## src/rtl/rob_commit_pkg.sv

```systemverilog
// Shared types and sizes for the ROB commit block: register-file destination,
// ROB entry payload and the active-low enable encoding.
package rob_commit_pkg;

  localparam int unsigned DATA_WIDTH = 32;
  localparam int unsigned ROB_DEPTH  = 8;
  localparam int unsigned ROB_W      = $clog2(ROB_DEPTH);
  localparam int unsigned CNT_W      = ROB_W + 1;
  localparam int unsigned REG_ADDR_W = 5;
  localparam int unsigned GPR_ADDR_W = 5;
  localparam int unsigned FPR_ADDR_W = 5;

  localparam logic ENABLE_  = 1'b0;
  localparam logic DISABLE_ = 1'b1;

  typedef enum logic [1:0] {
    TYPE_NONE = 2'd0,
    TYPE_GPR  = 2'd1,
    TYPE_FPR  = 2'd2,
    TYPE_CSR  = 2'd3
  } regtype_e;

  typedef struct packed {
    regtype_e                regtype;
    logic [REG_ADDR_W-1:0]   addr;
  } regfile_t;

  typedef struct packed {
    logic                    valid;
    logic                    done;
    logic                    exp;
    regfile_t                rd;
    logic [DATA_WIDTH-1:0]   data;
  } rob_entry_t;

endpackage

```

## src/rtl/rob_ring_ptr.sv

```systemverilog
// Wrapping ROB pointer: increments modulo 2**W, synchronous clear has priority.
module rob_ring_ptr #(
  parameter int unsigned W = 3
) (
  input  logic         clk,
  input  logic         rst_n,
  input  logic         inc,
  input  logic         clr,
  output logic [W-1:0] ptr
);

  always_ff @(posedge clk or negedge rst_n) begin
    if (!rst_n) begin
      ptr <= '0;
    end else if (clr) begin
      ptr <= '0;
    end else if (inc) begin
      ptr <= ptr + W'(1);
    end
  end

endmodule

```

## src/rtl/rob_commit.sv

```systemverilog
// In-order ROB commit stage: tracks results per entry and retires the head.
// ROB_SAME_CYCLE_COMMIT_EN lets a writeback to the head retire in the same cycle.
module rob_commit
  import rob_commit_pkg::*;
(
  input  logic                   clk,
  input  logic                   reset_,
  input  logic                   alloc_e_,
  input  regfile_t               alloc_rd,
  output logic [ROB_W-1:0]       alloc_rob_id,
  output logic                   rob_full,
  output logic                   rob_empty,
  input  logic                   wb_e_,
  input  logic [ROB_W-1:0]       wb_rob_id,
  input  logic [DATA_WIDTH-1:0]  wb_data,
  input  logic                   wb_exp_,
  output logic                   commit_e_,
  output logic [ROB_W-1:0]       commit_rob_id,
  output logic [DATA_WIDTH-1:0]  commit_data,
  output logic                   gpr_we_,
  output logic [GPR_ADDR_W-1:0]  gpr_waddr,
  output logic [DATA_WIDTH-1:0]  gpr_wdata,
  output logic                   fpr_we_,
  output logic [FPR_ADDR_W-1:0]  fpr_waddr,
  output logic [DATA_WIDTH-1:0]  fpr_wdata,
  output logic                   flush_
);

  rob_entry_t             rob_q [ROB_DEPTH];
  rob_entry_t             head_ent;
  logic [ROB_W-1:0]       head;
  logic [ROB_W-1:0]       tail;
  logic [CNT_W-1:0]       count_q;
  logic [CNT_W-1:0]       count_d;
  logic                   full_q;
  logic                   empty_q;

  logic                   wb_ok_c;
  logic                   wb_store_c;
  logic                   bypass_c;
  logic                   commit_c;
  logic                   cexp_c;
  logic [DATA_WIDTH-1:0]  cdata_c;
  logic                   flush_c;
  logic                   alloc_ok_c;
  logic                   gpr_wr_c;
  logic                   fpr_wr_c;

  rob_ring_ptr #(.W(ROB_W)) u_head (
    .clk   (clk),
    .rst_n (reset_),
    .inc   (commit_c),
    .clr   (flush_c),
    .ptr   (head)
  );

  rob_ring_ptr #(.W(ROB_W)) u_tail (
    .clk   (clk),
    .rst_n (reset_),
    .inc   (alloc_ok_c),
    .clr   (flush_c),
    .ptr   (tail)
  );

  // Commit decision and the accept conditions it gates
  always_comb begin
    head_ent = rob_q[head];
    wb_ok_c  = !wb_e_ && rob_q[wb_rob_id].valid && !rob_q[wb_rob_id].done;
`ifdef ROB_SAME_CYCLE_COMMIT_EN
    bypass_c = wb_ok_c && (wb_rob_id == head);
    cdata_c  = bypass_c ? wb_data : head_ent.data;
    cexp_c   = bypass_c ? !wb_exp_ : head_ent.exp;
`else
    bypass_c = 1'b0;
    cdata_c  = head_ent.data;
    cexp_c   = head_ent.exp;
`endif
    commit_c   = (head_ent.valid && head_ent.done) || bypass_c;
    flush_c    = commit_c && cexp_c;
    alloc_ok_c = !alloc_e_ && !full_q && !flush_c;
    wb_store_c = wb_ok_c && !flush_c && !bypass_c;
    gpr_wr_c   = commit_c && !cexp_c && (head_ent.rd.regtype == TYPE_GPR) &&
                 (head_ent.rd.addr != '0);
    fpr_wr_c   = commit_c && !cexp_c && (head_ent.rd.regtype == TYPE_FPR);
  end

  always_comb begin
    count_d = count_q;
    if (flush_c) begin
      count_d = '0;
    end else if (alloc_ok_c && !commit_c) begin
      count_d = count_q + CNT_W'(1);
    end else if (commit_c && !alloc_ok_c) begin
      count_d = count_q - CNT_W'(1);
    end
  end

  always_ff @(posedge clk or negedge reset_) begin
    if (!reset_) begin
      for (int unsigned i = 0; i < ROB_DEPTH; i++) begin
        rob_q[ROB_W'(i)] <= '0;
      end
      count_q <= '0;
      full_q  <= 1'b0;
      empty_q <= 1'b1;
    end else begin
      count_q <= count_d;
      full_q  <= (count_d == CNT_W'(ROB_DEPTH));
      empty_q <= (count_d == '0);
      if (flush_c) begin
        for (int unsigned i = 0; i < ROB_DEPTH; i++) begin
          rob_q[ROB_W'(i)].valid <= 1'b0;
          rob_q[ROB_W'(i)].done  <= 1'b0;
          rob_q[ROB_W'(i)].exp   <= 1'b0;
        end
      end else begin
        if (alloc_ok_c) begin
          rob_q[tail].valid <= 1'b1;
          rob_q[tail].done  <= 1'b0;
          rob_q[tail].exp   <= 1'b0;
          rob_q[tail].rd    <= alloc_rd;
        end
        if (wb_store_c) begin
          rob_q[wb_rob_id].done <= 1'b1;
          rob_q[wb_rob_id].exp  <= !wb_exp_;
          rob_q[wb_rob_id].data <= wb_data;
        end
        // Retire last so it wins over a same-edge update of the head entry
        if (commit_c) begin
          rob_q[head].valid <= 1'b0;
          rob_q[head].done  <= 1'b0;
        end
      end
    end
  end

  assign alloc_rob_id  = tail;
  assign rob_full      = full_q;
  assign rob_empty     = empty_q;
  assign commit_e_     = commit_c ? ENABLE_ : DISABLE_;
  assign commit_rob_id = commit_c ? head : '0;
  assign commit_data   = commit_c ? cdata_c : '0;
  assign flush_        = flush_c ? ENABLE_ : DISABLE_;
  assign gpr_we_       = gpr_wr_c ? ENABLE_ : DISABLE_;
  assign gpr_waddr     = gpr_wr_c ? GPR_ADDR_W'(head_ent.rd.addr) : '0;
  assign gpr_wdata     = gpr_wr_c ? cdata_c : '0;
  assign fpr_we_       = fpr_wr_c ? ENABLE_ : DISABLE_;
  assign fpr_waddr     = fpr_wr_c ? FPR_ADDR_W'(head_ent.rd.addr) : '0;
  assign fpr_wdata     = fpr_wr_c ? cdata_c : '0;

`ifndef SYNTHESIS
  // A writeback must target a live entry that has not produced its result yet
  always @(posedge clk) begin
    if (reset_ && !wb_e_) begin
      assert (rob_q[wb_rob_id].valid && !rob_q[wb_rob_id].done)
        else $error("rob_commit: writeback to invalid or completed entry %0d", wb_rob_id);
    end
  end
`endif

endmodule

```

## config.mk

```make
export PLATFORM = sky130hd
export DESIGN_NAME = rob_commit
export DESIGN_NICKNAME = d
export VERILOG_FILES = /design/src/rtl/rob_commit_pkg.sv /design/src/rtl/rob_ring_ptr.sv /design/src/rtl/rob_commit.sv
export SDC_FILE = /design/constraint.sdc
export NUM_CORES = 1
export LEC_CHECK = 0
export CAP_MARGIN = 15
export CORE_AREA = 4 4 245 247
export DETAILED_ROUTE_END_ITERATION = 8
export DIE_AREA = 0 0 249 251
export GPL_TIMING_DRIVEN = 0
export PLACE_DENSITY = 0.58
export SKIP_LAST_GASP = 1
export SYNTH_ARGS = -nofsm -noshare
export SYNTH_HDL_FRONTEND = slang
export SYNTH_SLANG_ARGS = --single-unit
```

## constraint.sdc

```tcl
create_clock -name clk -period 4.9 [get_ports clk]
set_clock_uncertainty 0.1 [all_clocks]
set_input_delay 0.98 -clock clk [delete_from_list [all_inputs] [get_ports clk]]
set_output_delay 0.98 -clock clk [all_outputs]
set_load 0.05 [all_outputs]
```

* Word level (Yosys, flattened, before mapping)
Index checks and enable logic that the tools add are counted. Widths: inputs -> output; s select.
Storage, ports and cells: bits in registers 348, input port bits 47, output and inout port bits 118, logic and storage cells 161
Operators by class: add/subtract/negate cells 4, $lt $le $gt $ge 6, equal/unequal tests 3, mux-type cells 63, bitwise operators 3, reduce and logical (&&, ||, !) cells 29
Operators with widths (number):
- $bwmux 336 | 9
- $mux 336 | 5
- $demux 42 s3 | 9
- $bmux 42 s3 | 2
- $mux 42 | 6
- $mux 32 | 4
- $mux 41 | 3
- $mux 40 | 2
- $mux 3 | 13
- $mux 39 | 1
- $logic_and 1x1->1 | 16
- $ge 4x4->1 const B | 3
- $lt 4x1->1 const B | 3
- $mux 4 | 3
- $not 3->4 | 3
- $mux 5 | 2
- $logic_not 1->1 | 9
- $add 3x1->3 const B | 2
- $reduce_bool 5->1 | 1
- $add 4x1->4 const B | 1
- $eq 4x4->1 const B | 1
- $logic_not 4->1 | 1
- $mux 1 | 4
- $reduce_bool 2->1 | 2
- other kinds (3) | 3

* Longest topological paths before layout
Gate-level depths: netlist of run 1.
depth after elaboration 20, depth in mapped cells 11, depth with buffers taken out 7

* Modules after synthesis
From an unflattened synthesis of run 1, not the netlist that was laid out.
Second synthesis, totals: cells, all modules 1366, area, all modules 16940.0 um2
Modules (own cells, without submodules):
- rob_commit | instances 1, cells an instance 1344, area each 16667.2 um2, seq. area each 8559.5 um2
- rob_ring_ptr | instances 2, cells an instance 11, area each 136.4 um2, seq. area each 75.1 um2

* Worst setup path after synthesis of run 1
Ideal clock, no wire load.
path type register -> output, start point register u_head.ptr[0], end point output port gpr_wdata[12], data arrival time 3.316 ns, data required time 3.820 ns, setup slack 0.504 ns, cell stages (with the launch flop) 10, buffers on the path 4, cells stage by stage dfrtp_1 -> buf_2 -> inv_2 -> mux4_2 -> mux2i_4 -> buf_2 -> nand4_1 -> buf_2 -> buf_2 -> a211oi_1
On the way: longest elaborated chain between the ends 9, elaborated cells between the ends (all ways) 12, classes of those cells eq/ne: 1; mux: 4; bitwise: 1; reduce/logical: 6
RTL lines:
- start: declaration | line rob_ring_ptr.sv:9 | output logic [W-1:0] ptr
- start signal: assignment | line rob_ring_ptr.sv:18 | ptr <= ptr + W'(1);
- $not 3->4 (implied by the code) * | line rob_commit.sv:67 | head_ent = rob_q[head];
- $bmux 42 s3 * | line rob_commit.sv:67
- $mux 42 (implied by the code) * (2 in a row) | line rob_commit.sv:67
- $logic_and 1x1->1 / $logic_not 1->1 (equally long branches) | line rob_commit.sv:78, rob_commit.sv:82
- $logic_and 1x1->1 (3 in a row) | line rob_commit.sv:82 | gpr_wr_c = commit_c && !cexp_c && (head_ent.rd.regtype == TYPE_GPR) &&
- $mux 32 * | line rob_commit.sv:146 | assign gpr_wdata = gpr_wr_c ? cdata_c : '0;
- end: declaration | line rob_commit.sv:22 | output logic [DATA_WIDTH-1:0] gpr_wdata,
Mark *: on every way between the ends. The rest lies on a longest branch, timed or not. The select of a mux whose other input is x is not followed.

* Final worst setup path of run 1
start point register u_head.ptr[0], end point output port commit_data[0]
On the way: longest elaborated chain between the ends 6
RTL lines:
- $not 3->4 (implied by the code) * | line rob_commit.sv:67
- $bmux 42 s3 * | line rob_commit.sv:67
- $mux 42 (implied by the code) * (2 in a row) | line rob_commit.sv:67
- $logic_and 1x1->1 | line rob_commit.sv:78 | commit_c = (head_ent.valid && head_ent.done) || bypass_c;
- $mux 32 * | line rob_commit.sv:142 | assign commit_data = commit_c ? cdata_c : '0;
- end: declaration | line rob_commit.sv:19 | output logic [DATA_WIDTH-1:0] commit_data,
Marked as above.

==> summary.txt, run 1 <==
synthesized area -> 0.0172 sq mm
Synth Register Bits -> 348
Critical Path AT -> 3.77 ns
die footprint -> 0.0625 sq mm
max_slew headroom -> 21.9%
Die Y -> 251 um
FP Rows -> 88
ANT nets after route -> 0
Clk Latency, worst-skew pair -> 0.54 ns
sequential-to-total area share from yosys stat -> 50.7%
first-pass GRT wire length -> 88.9 mm
vias -> 12600
final wirelength -> 60.8 mm
worst vdd ir -> 0.300 mV
GRT Util Overall -> 18.8%
Hold Path Class -> in -> async
critical path endpoint category -> primary output
Starting Density -> 29.8%
Crit Path Max Fanout -> 10
CTS buffer count -> 39
post-detail-place hpwl -> 41.7 mm
commonest non-fill, non-tap cells in the layout -> dfrtp_1, mux2_2, nor2_1
share of cells above drive strength 1 -> 41.2%
Synth cell types -> 66
clk sink count -> 348
status -> completed
largest net degree at the start of global routing -> 122
required time worst endpoint -> 3.82 ns
Worst-Margin Slew -> 1.17 ns
IO buf count -> 164
DRC violation total after the first TritonRoute iteration -> 1034
final setup fails -> 0
vias in the first global route -> 13000
Post-route DRC -> 0
top_reg_cell synth -> dfrtp_1
chip width -> 249 um
asr flop ratio synth -> 100%
CTS tree -> yes
RSZ-0062 raised after global routing -> true
Mean Syn Cell Area -> 12.7 sq um
Longest Clk Path Bufs -> 3
fmax -> 206 MHz
syn nets -> 1404
Pwr Density -> 771 mW/mm^2
commonest non-fill, non-tap cell in the layout -> dfrtp_1
critical path launch point type -> register
clock slew at reported path FFs -> 0.06 ns
WL per Instance -> 25.8 um
IO Pins -> 165
Synth Warn # -> 0
Slew Limit Fails -> 0
total of max-cap violations -> 0
Final Critical Period -> 4.85 ns
Final nets -> 1616
DR vias/cell -> 5.35
Std-Cell Core Area -> 0.0576 sq mm
Hold Vio Cnt, Final -> 0
clock root buffer -> clkbuf_16
synthesis-to-finish area growth -> 23.2%
fin area -> 0.0212 sq mm
setup_tns -> 0 ns
htree depth -> 2
TritonRoute pass-1 iters -> 5
gpl congestion -> 0.828
Placed Area -> 0.0198 sq mm
Hold Buf Count CTS -> 0
fin crit share -> 98.9%
initial antenna violation count -> 5
gate count of the mapped netlist -> 1353
leak pwr -> 0.00910 uW
Crit Path Class -> reg -> out
EDFF count, synth -> 0
GRT Residual Overflow -> 0
[per-layer routing]
| metal | track usage, % | share of wire (%) |
|---|---|---|
| met1 | 24.7 | 42 |
| met2 | 31.0 | 47 |
| met3 | 4.29 | 7.0 |
| met4 | 6.43 | 3.3 |
| met5 | 0 | 0.035 |
[through the flow]
stage | power (uW) | utilization, % | hold WS [ns] | setup WS, ns | cells
after global routing | 17000 | 36.7 | 0.403 | -0.0175 | 2358
after global placement | 12900 | 34.3 | 0.370 | -12.22 | 2282
after floorplan | 10100 | - | 0.359 | 0.504 | 1353
final | 16300 | 36.8 | 0.370 | 0.0541 | 2360
after detailed placement | 13100 | 34.5 | 0.380 | -1.10 | 2285
after CTS | 16200 | 36.9 | 0.395 | -0.0410 | 2353
[where the power goes]
group / leakage, uW / internal, uW / switching [uW] / total (uW)
logic: 0.00413 / 3140 / 5250 / 8390
registers: 0.00434 / 4250 / 731 / 4980
clock network: 0.000630 / 1750 / 1210 / 2960
total: 0.00910 / 9140 / 7190 / 16300
[Yosys cell counts (15+ instances only)]
cell type,count,area (sq um)
o21ai_0,32,160
o22ai_1,46,288
mux2_4,28,420
a221o_1,15,150
nor2b_1,21,131
buf_2,28,140
a21oi_1,28,140
clkbuf_1,41,154
nand2_1,37,139
mux2_2,323,3640
mux2i_1,44,440
buf_4,22,165
dfrtp_1,347,8680
nor2_1,96,360
a211oi_1,63,473
[worst paths after layout]
path	start	endpoint	slack, ns	depth (start not counted)
max	u_head.ptr[0]	commit_data[0]	0.05	10
min in group clk	register	register	0.39	1
min reg2reg	register	register	0.39	1
max reg2reg	u_head.ptr[0]	register	1.70	9
min	reset_	async pin	0.37	1
max in group asynchronous	reset_	rob_q[208]	3.20	2
[worst max-delay path, cell delays in order (launching register included)]
cell and delay (ns):
dfrtp_1 0.37, buf_2 0.18, inv_4 0.18, mux4_2 0.58
mux2i_4 0.24, inv_2 0.11, buf_6 0.18, buf_1 0.27
buf_2 0.35, nor2_2 0.33, clkdlybuf4s15_2 0.42
[repair_timing]
action | 4_1_cts | 5_1_grt
setup endpoints to repair | 112 | 102
setup buffers | 2 | 4
pin swaps | 1 | 2
gates resized for setup | 445 | 105
[area by class of cell]
class / count / area (sq um)
antenna: 3 / 7.51
buffer: 102 / 632
clock buffer: 58 / 1160
clock inverter: 10 / 121
fill: 5605 / 36400
inverter: 10 / 42.5
multi-input combinational: 891 / 8040
sequential: 348 / 8710
tap: 765 / 957
timing repair buffer: 173 / 1490
[kinds of logic (layout without fill, tap and decap cells)]
| kind of cell | Yosys count | in the layout | synth area share [%] |
|---|---|---|---|
| mux | 419 | 419 | 28.7 |
| flops | 348 | 348 | 50.7 |
| compound gates | 257 | 257 | 11.1 |
| simple gates | 208 | 208 | 5.70 |
| buf+inv | 114 | 353 | 3.37 |
| fa+ha+maj | 4 | 4 | 0.291 |
| xor+xnor | 3 | 3 | 0.153 |
| other cells | 0 | 3 | 0 |
Note: power is estimated with default switching activity, not from simulation.
==> run 2: changes to the inputs <==
Settings changed: GPL_TIMING_DRIVEN 0 to unset.
==> summary.txt, run 2 (synthesized netlist as in run 1, its figures left out) <==
Die Y -> 251 um
Final Critical Period -> 4.77 ns
first-pass GRT wire length -> 79.8 mm
IO buf count -> 164
critical path launch point type -> register
gpl congestion -> 0.792
status -> completed
Hold Vio Cnt, Final -> 0
Pwr Density -> 739 mW/mm^2
CTS buffer count -> 39
critical path endpoint category -> primary output
Longest Clk Path Bufs -> 3
largest net degree at the start of global routing -> 157
max_slew headroom -> 21.8%
fin area -> 0.0222 sq mm
vias in the first global route -> 12700
clock slew at reported path FFs -> 0.06 ns
Starting Density -> 29.8%
clock root buffer -> clkbuf_16
CTS tree -> yes
IO Pins -> 165
required time worst endpoint -> 3.82 ns
Crit Path Class -> reg -> out
final wirelength -> 51.5 mm
chip width -> 249 um
Std-Cell Core Area -> 0.0576 sq mm
htree depth -> 2
fin crit share -> 97.4%
Worst-Margin Slew -> 1.17 ns
synthesis-to-finish area growth -> 29.0%
Slew Limit Fails -> 0
Crit Path Max Fanout -> 72
post-detail-place hpwl -> 32.8 mm
DRC violation total after the first TritonRoute iteration -> 733
RSZ-0062 raised after global routing -> false
vias -> 11900
setup_tns -> 0 ns
GRT Residual Overflow -> 0
ANT nets after route -> 0
DR vias/cell -> 5.16
final setup fails -> 0
Post-route DRC -> 0
total of max-cap violations -> 0
GRT Util Overall -> 16.3%
Hold Path Class -> in -> async
TritonRoute pass-1 iters -> 5
fmax -> 210 MHz
die footprint -> 0.0625 sq mm
clk sink count -> 348
Critical Path AT -> 3.69 ns
WL per Instance -> 22.4 um
commonest non-fill, non-tap cell in the layout -> dfrtp_1
commonest non-fill, non-tap cells in the layout -> dfrtp_1, mux2_2, buf_12
Clk Latency, worst-skew pair -> 0.55 ns
initial antenna violation count -> 4
worst vdd ir -> 0.337 mV
Placed Area -> 0.0208 sq mm
Final nets -> 1553
share of cells above drive strength 1 -> 40.5%
Gates resized, CTS repair -> 0
FP Rows -> 88
leak pwr -> 0.00924 uW
-- run 2: repair_timing --
item	CTS	global route
setup buffers	0	2
endpoints found under the setup margin	0	33
hold buffers	0	0
-- run 2: layout make-up --
| type | instances | area [sq um] |
|---|---|---|
| Inverter | 10 | 40.0 |
| Fill cell | 5401 | 35400 |
| Clock buffer | 55 | 1100 |
| Clock inverter | 16 | 234 |
| Multi-Input combinational cell | 891 | 7900 |
| Sequential cell | 348 | 8720 |
| Antenna cell | 3 | 7.51 |
| Timing Repair Buffer | 212 | 3200 |
| Tap cell | 765 | 957 |
-- run 2: final timing paths --
check	startpoint	to	slack, ns	cells past startpoint
max in group asynchronous	reset_	u_head.ptr[1]	3.18	2
hold reg to reg	register	register	0.39	1
min in group clk	register	register	0.39	1
hold / removal	reset_	async pin	0.28	1
setup / recovery	u_head.ptr[2]	fpr_wdata[16]	0.13	7
setup reg to reg	u_head.ptr[0]	register	1.15	9
-- run 2: layer usage --
| metal | wire length (um) | GRT usage [%] |
|---|---|---|
| met5 | 28 | 0 |
| met3 | 2420 | 2.92 |
| met2 | 25500 | 27.6 |
| met1 | 22500 | 21.4 |
| met4 | 1120 | 4.89 |
-- run 2: power by group --
part	switching, uW	internal [uW]	total, uW
registers	759	4250	5010
logic	4610	3700	8310
clock network	1210	1840	3050
total	6580	9800	16400
-- run 2: critical path, stage by stage, from the launching register on --
cell     delay, ns
dfrtp_2       0.41
buf_12        0.39
mux4_2        0.43
mux2_2        0.34
or4_2         0.75
buf_4         0.33
nor2_1        0.30
buf_12        0.18
-- run 2: per-stage QoR --
stage               power [uW]  setup WS (ns)  utilization, %  hold WS [ns]  std cells
finish                   16400          0.128            38.5         0.277       2300
global route             17300         0.0271            38.5         0.298       2298
CTS                      16500         0.0847            38.4         0.270       2294
detailed placement       13400          0.679            36.1         0.381       2223
global placement         13200          0.775            36.1         0.370       2223
floorplan                10100          0.504               -         0.359       1353
==> run 3: changes to the inputs <==
Settings changed: TNS_END_PERCENT set to 1.
==> results of run 3 <==
The final DEF is identical to that of run 2; final timing and power are the same.
